--- config.mk ---
export PLATFORM = sky130hd
export DESIGN_NAME = button_conditioner
export DESIGN_NICKNAME = d
export VERILOG_FILES = /design/src/rtl/btn_pkg.sv /design/src/rtl/btn_channel.sv /design/src/rtl/button_conditioner.sv
export SDC_FILE = /design/constraint.sdc
export NUM_CORES = 1
export LEC_CHECK = 0
export BUFFER_PORTS_ARGS = -buffer_cell sky130_fd_sc_hd__buf_2
export CORE_MARGIN = 2
export CORE_UTILIZATION = 30
export CTS_BUF_LIST = sky130_fd_sc_hd__clkbuf_2
export DETAILED_ROUTE_END_ITERATION = 10
export MAX_ROUTING_LAYER = met4
export SYNTH_ARGS = -nofsm -noshare
export SYNTH_HDL_FRONTEND = slang
export SYNTH_SLANG_ARGS = --single-unit
--- constraint.sdc ---
create_clock -name clk -period 3.2 [get_ports clk]
set_clock_uncertainty 0.15 [all_clocks]
set_input_delay 0.64 -clock clk [delete_from_list [all_inputs] [get_ports clk]]
set_output_delay 0.64 -clock clk [all_outputs]
set_load 0.05 [all_outputs]
--- src/rtl/btn_pkg.sv ---
// Shared helpers for the button conditioner: counter sizing and the
// raw pin value that means "released" for a given polarity.
package btn_pkg;

  // Width of a counter that must hold values 0 .. n-1 (at least one bit).
  function automatic int cnt_w(input int n);
    int w;
    w = $clog2(n);
    if (w < 1) begin
      return 1;
    end else begin
      return w;
    end
  endfunction

  // Raw pin level seen when the button is not pressed.
  function automatic logic raw_released(input int active_low);
    if (active_low != 0) begin
      return 1'b1;
    end else begin
      return 1'b0;
    end
  endfunction

endpackage

--- src/rtl/btn_channel.sv ---
// One button channel: synchroniser chain, polarity normalisation,
// stable-count debounce, press/release strobes and optional long-press strobe.
module btn_channel
  import btn_pkg::*;
#(
  parameter int SYNC_STAGES     = 2,
  parameter int DEBOUNCE_CYCLES = 4,
  parameter int ACTIVE_LOW      = 1,
  parameter int LONG_CYCLES     = 0
) (
  input  logic clk,
  input  logic reset,
  input  logic btn_in,
  output logic level,
  output logic press,
  output logic rel_pulse,
  output logic hold_pulse
);

  localparam int                     CW        = cnt_w(DEBOUNCE_CYCLES);
  localparam logic [CW-1:0]          CNT_MAX   = CW'(DEBOUNCE_CYCLES - 1);
  localparam logic [CW-1:0]          CNT_ONE   = CW'(1);
  localparam logic                   RAW_REL   = raw_released(ACTIVE_LOW);
  localparam logic [SYNC_STAGES-1:0] SYNC_INIT = {SYNC_STAGES{RAW_REL}};

  logic [SYNC_STAGES-1:0] sync_r;
  logic                   pressed_s;
  logic [CW-1:0]          cnt_r;
  logic [CW-1:0]          cnt_next_s;
  logic                   level_r;
  logic                   level_next_s;
  logic                   press_r;
  logic                   press_next_s;
  logic                   rel_r;
  logic                   rel_next_s;

  // Synchroniser chain; reset loads the released pin value so no false edge appears.
  always_ff @(posedge clk) begin
    if (reset) begin
      sync_r <= SYNC_INIT;
    end else begin
      sync_r <= {sync_r[SYNC_STAGES-2:0], btn_in};
    end
  end

  // XOR with the released level maps "released" to 0 for either polarity.
  assign pressed_s = sync_r[SYNC_STAGES-1] ^ RAW_REL;

  // Debounce: accept a new level only after DEBOUNCE_CYCLES consecutive differing samples.
  always_comb begin
    cnt_next_s   = {CW{1'b0}};
    level_next_s = level_r;
    press_next_s = 1'b0;
    rel_next_s   = 1'b0;
    if (pressed_s == level_r) begin
      cnt_next_s = {CW{1'b0}};
    end else if (cnt_r != CNT_MAX) begin
      cnt_next_s = cnt_r + CNT_ONE;
    end else begin
      cnt_next_s   = {CW{1'b0}};
      level_next_s = pressed_s;
      press_next_s = pressed_s;
      rel_next_s   = ~pressed_s;
    end
  end

  // Debounce state and strobe registers.
  always_ff @(posedge clk) begin
    if (reset) begin
      cnt_r   <= {CW{1'b0}};
      level_r <= 1'b0;
      press_r <= 1'b0;
      rel_r   <= 1'b0;
    end else begin
      cnt_r   <= cnt_next_s;
      level_r <= level_next_s;
      press_r <= press_next_s;
      rel_r   <= rel_next_s;
    end
  end

  assign level     = level_r;
  assign press     = press_r;
  assign rel_pulse = rel_r;

  if (LONG_CYCLES > 0) begin : g_long
    localparam int            HW       = cnt_w(LONG_CYCLES + 1);
    localparam logic [HW-1:0] HOLD_MAX = HW'(LONG_CYCLES);
    localparam logic [HW-1:0] HOLD_PRE = HW'(LONG_CYCLES - 1);
    localparam logic [HW-1:0] HOLD_ONE = HW'(1);

    logic [HW-1:0] hcnt_r;
    logic [HW-1:0] hcnt_next_s;
    logic          hold_r;
    logic          hold_next_s;

    // Hold counter follows the level being registered this edge, so the press
    // cycle itself counts as the first held cycle; it saturates for one pulse per press.
    always_comb begin
      hcnt_next_s = hcnt_r;
      hold_next_s = 1'b0;
      if (!level_next_s) begin
        hcnt_next_s = {HW{1'b0}};
      end else if (hcnt_r != HOLD_MAX) begin
        hcnt_next_s = hcnt_r + HOLD_ONE;
        hold_next_s = (hcnt_r == HOLD_PRE);
      end else begin
        hcnt_next_s = hcnt_r;
      end
    end

    // Long-press counter and strobe registers.
    always_ff @(posedge clk) begin
      if (reset) begin
        hcnt_r <= {HW{1'b0}};
        hold_r <= 1'b0;
      end else begin
        hcnt_r <= hcnt_next_s;
        hold_r <= hold_next_s;
      end
    end

    assign hold_pulse = hold_r;
  end else begin : g_no_long
    assign hold_pulse = 1'b0;
  end

endmodule

--- src/rtl/button_conditioner.sv ---
// N-channel conditioner for asynchronous buttons/switches: one independent
// btn_channel per input, no logic shared between channels.
module button_conditioner
  import btn_pkg::*;
#(
  parameter int N_CH            = 2,
  parameter int SYNC_STAGES     = 2,
  parameter int DEBOUNCE_CYCLES = 4,
  parameter int ACTIVE_LOW      = 1,
  parameter int LONG_CYCLES     = 0
) (
  input  logic            clk,
  input  logic            reset,
  input  logic [N_CH-1:0] btn_in,
  output logic [N_CH-1:0] level,
  output logic [N_CH-1:0] press,
  output logic [N_CH-1:0] rel_pulse,
  output logic [N_CH-1:0] hold_pulse
);

  for (genvar i = 0; i < N_CH; i++) begin : g_ch
    btn_channel #(
      .SYNC_STAGES    (SYNC_STAGES),
      .DEBOUNCE_CYCLES(DEBOUNCE_CYCLES),
      .ACTIVE_LOW     (ACTIVE_LOW),
      .LONG_CYCLES    (LONG_CYCLES)
    ) u_ch (
      .clk       (clk),
      .reset     (reset),
      .btn_in    (btn_in[i]),
      .level     (level[i]),
      .press     (press[i]),
      .rel_pulse (rel_pulse[i]),
      .hold_pulse(hold_pulse[i])
    );
  end

endmodule

After elaboration in Yosys (flattened, before gate mapping)
Index checks and enable logic that the tools add are counted.

storage, ports and cells
  output and inout bits = 8
  bits of input ports = 4
  flip-flop bits (word level) = 14
  word-level logic and storage cells = 28

operators by class
  equal/unequal tests = 4
  reductions and logical operators = 6
  add/subtract/negate cells = 2
  bitwise gates (word level) = 6

operators with widths
  kind                 count
  $reduce_or 3->1      4
  $not 1->1            6
  $add 2x1->2 const B  2
  $ne 2x2->1 const B   2
  $reduce_and 2->1     2
  $eq 1x1->1           2

Longest topological paths before layout
  word-level depth = 4
  depth in mapped cells = 3
  gate-level depth less buffers = 3

Cells and area by module
A second synthesis with hierarchy kept.

second synthesis, totals
  cell total of the unflattened synthesis = 38
  area total of the unflattened synthesis = 475.5 um^2

by module, submodules not included
  module       times used  cells each  area each (um^2)
  btn_channel  2           19          237.7

Worst setup path after synthesis
OpenSTA, ideal clock, no wires.

  path type = register to output
  start point = register g_ch[0].u_ch.level_r
  end point = output level[0]
  data arrival time = 0.573 ns
  cell stages (with the launch flop) = 2
  setup slack = 1.837 ns
  required time = 2.410 ns
  cell sequence = dfxtp_1 -> buf_4

RTL lines
  item                    RTL line                  source
  start, declared         btn_channel.sv:30         logic level_r;
  start signal, assigned  btn_channel.sv:76         level_r <= level_next_s;
  end, declared           button_conditioner.sv:15  output logic [N_CH-1:0] level,

No word-level cell between the ends.

Worst setup path in the final report
  start point = register g_ch[0].u_ch.level_r
  end point = output level[0]

No word-level cell between the ends.

==> qor.yml <==
global_routing:
  grt_util_all_layers_pct: 7.52
  grt-ovfl-total: 0
  grt_pass1_vias: 240
  grt_max_degree: 15
  grt_antenna_before_repair: 0
  grt_pass1_wl_um: 979
critical_path:
  slowest_stage: "dfxtp_1"
  path_class: "reg -> out"
  setup.worst_path.start_class: "register"
  critPathRequiredTime_ns: 2.41
  cp_cell_sequence: "buf_2"
  path_max_fanout: 5
  max_stage_delay_ns: 0.42
  cp_top_family: "flip-flops"
  cp.buffers_inverters: 1
  endpoint_kind: "primary output"
  critPathArrivalTime_ns: 0.96
flow_run:
  maxCapViolCount: 0
cells_and_area:
  fin_area_um2: 562
  antenna_cells: 0
  nFillCells: 173
  final_nets: 56
  drive_above_1_share_pct: 42.9
  syn2layout_area_growth_pct: 5.15
  final_util_pct: 32.9
  instances_no_fill: 74
timing:
  fmax_mhz: 572
  fin_hold_ws_ns: 0.277
  finalSetupTns_ns: 0
  hold_viol: 0
  period_share_pct: 54.7
  drv_slew: 0
  period_needed_ns: 1.75
  fin_ws_ns: 1.45
  rsz0062_at_grt: "no"
  finalSetupViolCount: 0
synth:
  synth-async-reset-ratio_pct: 0
  synthFlopType: "dfxtp_1"
  synthTopCellsByCount: "14 x dfxtp_1, 8 x buf_4, 4 x or2_2"
  avgSynthCellArea_um2: 12.1
  ys_ff_latch: 14
  syn_area_um2: 534
  synth_seq_area_share_pct: 52.5
  syn_inst: 44
  synth_edf_count: 0
  yosysWarnings: 0
  synthTopCellsByArea: "dfxtp_1 52%, buf_4 11%, nor4b_2 5.6%"
  synth_largest_area_cell: "dfxtp_1"
  synth_top_area_share_pct: 52.5
  synth_cell_type_count: 14
  synth.most_common_cell: "dfxtp_1"
placement:
  post-place-ws_ns: 1.75
  port_buffers: 9
  dp_hpwl_um: 435
  placed_cell_area_um2: 543
  dp_cells: 70
  place.gp.congestion: 0.563
routing:
  avgViaCountPerCell: 3.88
  vias: 287
  routed_wl_um: 614
  drt_iter0_markers: 1
  drc: 0
  drt-wirelength-per-cell_um: 8.30
  first_pass_iters: 3
  ant_nets: 0
power:
  p_clk_share_pct: 29.0
  ir_worst_vdd_mv: 0.147
  p_int_mw: 0.209
  power.density_mw_per_mm2: 483
  pwr-share-comb_pct: 5.0
  p_seq_share_pct: 66.1
  leakage_nw: 0.240
  swShare_pct: 23.0
  p_sw_mw: 0.0624
  power_mw: 0.271
clocking:
  clock-root-buffer: "clkbuf_2"
  h-tree-depth: 1
  cts_buffer_depth: 2
  numCtsBuffers: 3
  clk_latency_ns: 0.26
  clock-sinks: 14
  cts_tree: "done"
  path_clk_slew_ns: 0.12
  ctsResizeCount: 0
  cts_setup_buffers: 0
  ctsHoldBuffers: 0
die:
  rows: 15
  ios: 12
  die_area_mm2: 0.00213
  initial_utilization_pct: 31.3
  coreArea_mm2: 0.00171
  die_y_um: 46.2
  die-width_um: 46.2
run_status:
  status: "completed"
min_path:
  holdCritPathClass: "reg -> reg"
## power by group through the flow
stage               clock network [mW]  registers, mW  logic, mW
detailed placement                   0          0.183     0.0136
global route                    0.0948          0.180     0.0146
CTS                             0.0826          0.179     0.0136
floorplan                            0          0.183     0.0139
global placement                     0          0.183     0.0134
finish                          0.0785          0.179     0.0135
## routing by layer
| layer | routed length, µm | vias to the layer above | track usage [%] |
|---|---|---|---|
| met5 | 0 | - | - |
| met4 | 17 | 0 | 8.57 |
| met3 | 39 | 2 | 3.53 |
| met2 | 275 | 9 | 10.0 |
| met1 | 282 | 123 | 7.38 |
| li1 | - | 153 | - |
## area by class of cell
class | count | area, µm² | share of cell area, %
clock buffer | 3 | 15.0 | 2.67
clock inverter | 1 | 3.75 | 0.668
multi-input combinational | 22 | 186 | 33.2
sequential | 14 | 280 | 49.9
tap | 25 | 31.3 | 5.57
timing repair buffer | 9 | 45.0 | 8.02
## layout by cell type, fill, tap and decap left out
cell type  netlist  routed
dfxtp_1         14      14
clkbuf_2         0       3
or2_2            4       4
conb_1           1       2
nor4_1           1       1
ha_1             2       2
nor2_1           2       2
nor4b_1          2       2
xor2_1           2       2
clkinv_1         0       1
nor4b_2          2       2
and4b_2          2       2
nor4_2           1       1
a211oi_1         2       2
buf_2            0       9
## sequential cells by signal (all words and copies together), names as in the netlist
signal               cells
g_ch.u_ch.rel_pulse      2
g_ch.u_ch.press          2
g_ch.u_ch.cnt_r          4
g_ch.u_ch.level          2
g_ch.u_ch.sync_r         4
## cell families (layout without fill, tap and decap cells)
kind of cell               after synthesis  after routing  share of synthesized area, %
buffers and inverters                    9             13                          13.3
other                                    1              2                         0.702
AOI/OAI and AO/OA                        2              2                          2.81
xor gates and xnor gates                 2              2                          3.28
and+or+nand+nor                         14             14                          22.7
DFF                                     14             14                          52.5
adders and majority gates                2              2                          4.68
## final timing paths
| kind | start | end | slack (ns) | cells after the start |
|---|---|---|---|---|
| worst min register to register | g_ch[0].u_ch.sync_r[0]$_SDFF_PP1_ | g_ch[0].u_ch.sync_r[1]$_SDFF_PP1_ | 0.28 | 1 |
| worst max-delay path | g_ch[0].u_ch.level$_SDFFE_PP0P_ | level[0] | 1.45 | 1 |
| worst min-delay path | g_ch[0].u_ch.sync_r[0]$_SDFF_PP1_ | g_ch[0].u_ch.sync_r[1]$_SDFF_PP1_ | 0.28 | 1 |
| worst max register to register | g_ch[1].u_ch.cnt_r[0]$_SDFF_PP0_ | g_ch[1].u_ch.press$_SDFF_PP0_ | 2.03 | 2 |
Note: power is estimated with default switching activity, not from simulation.
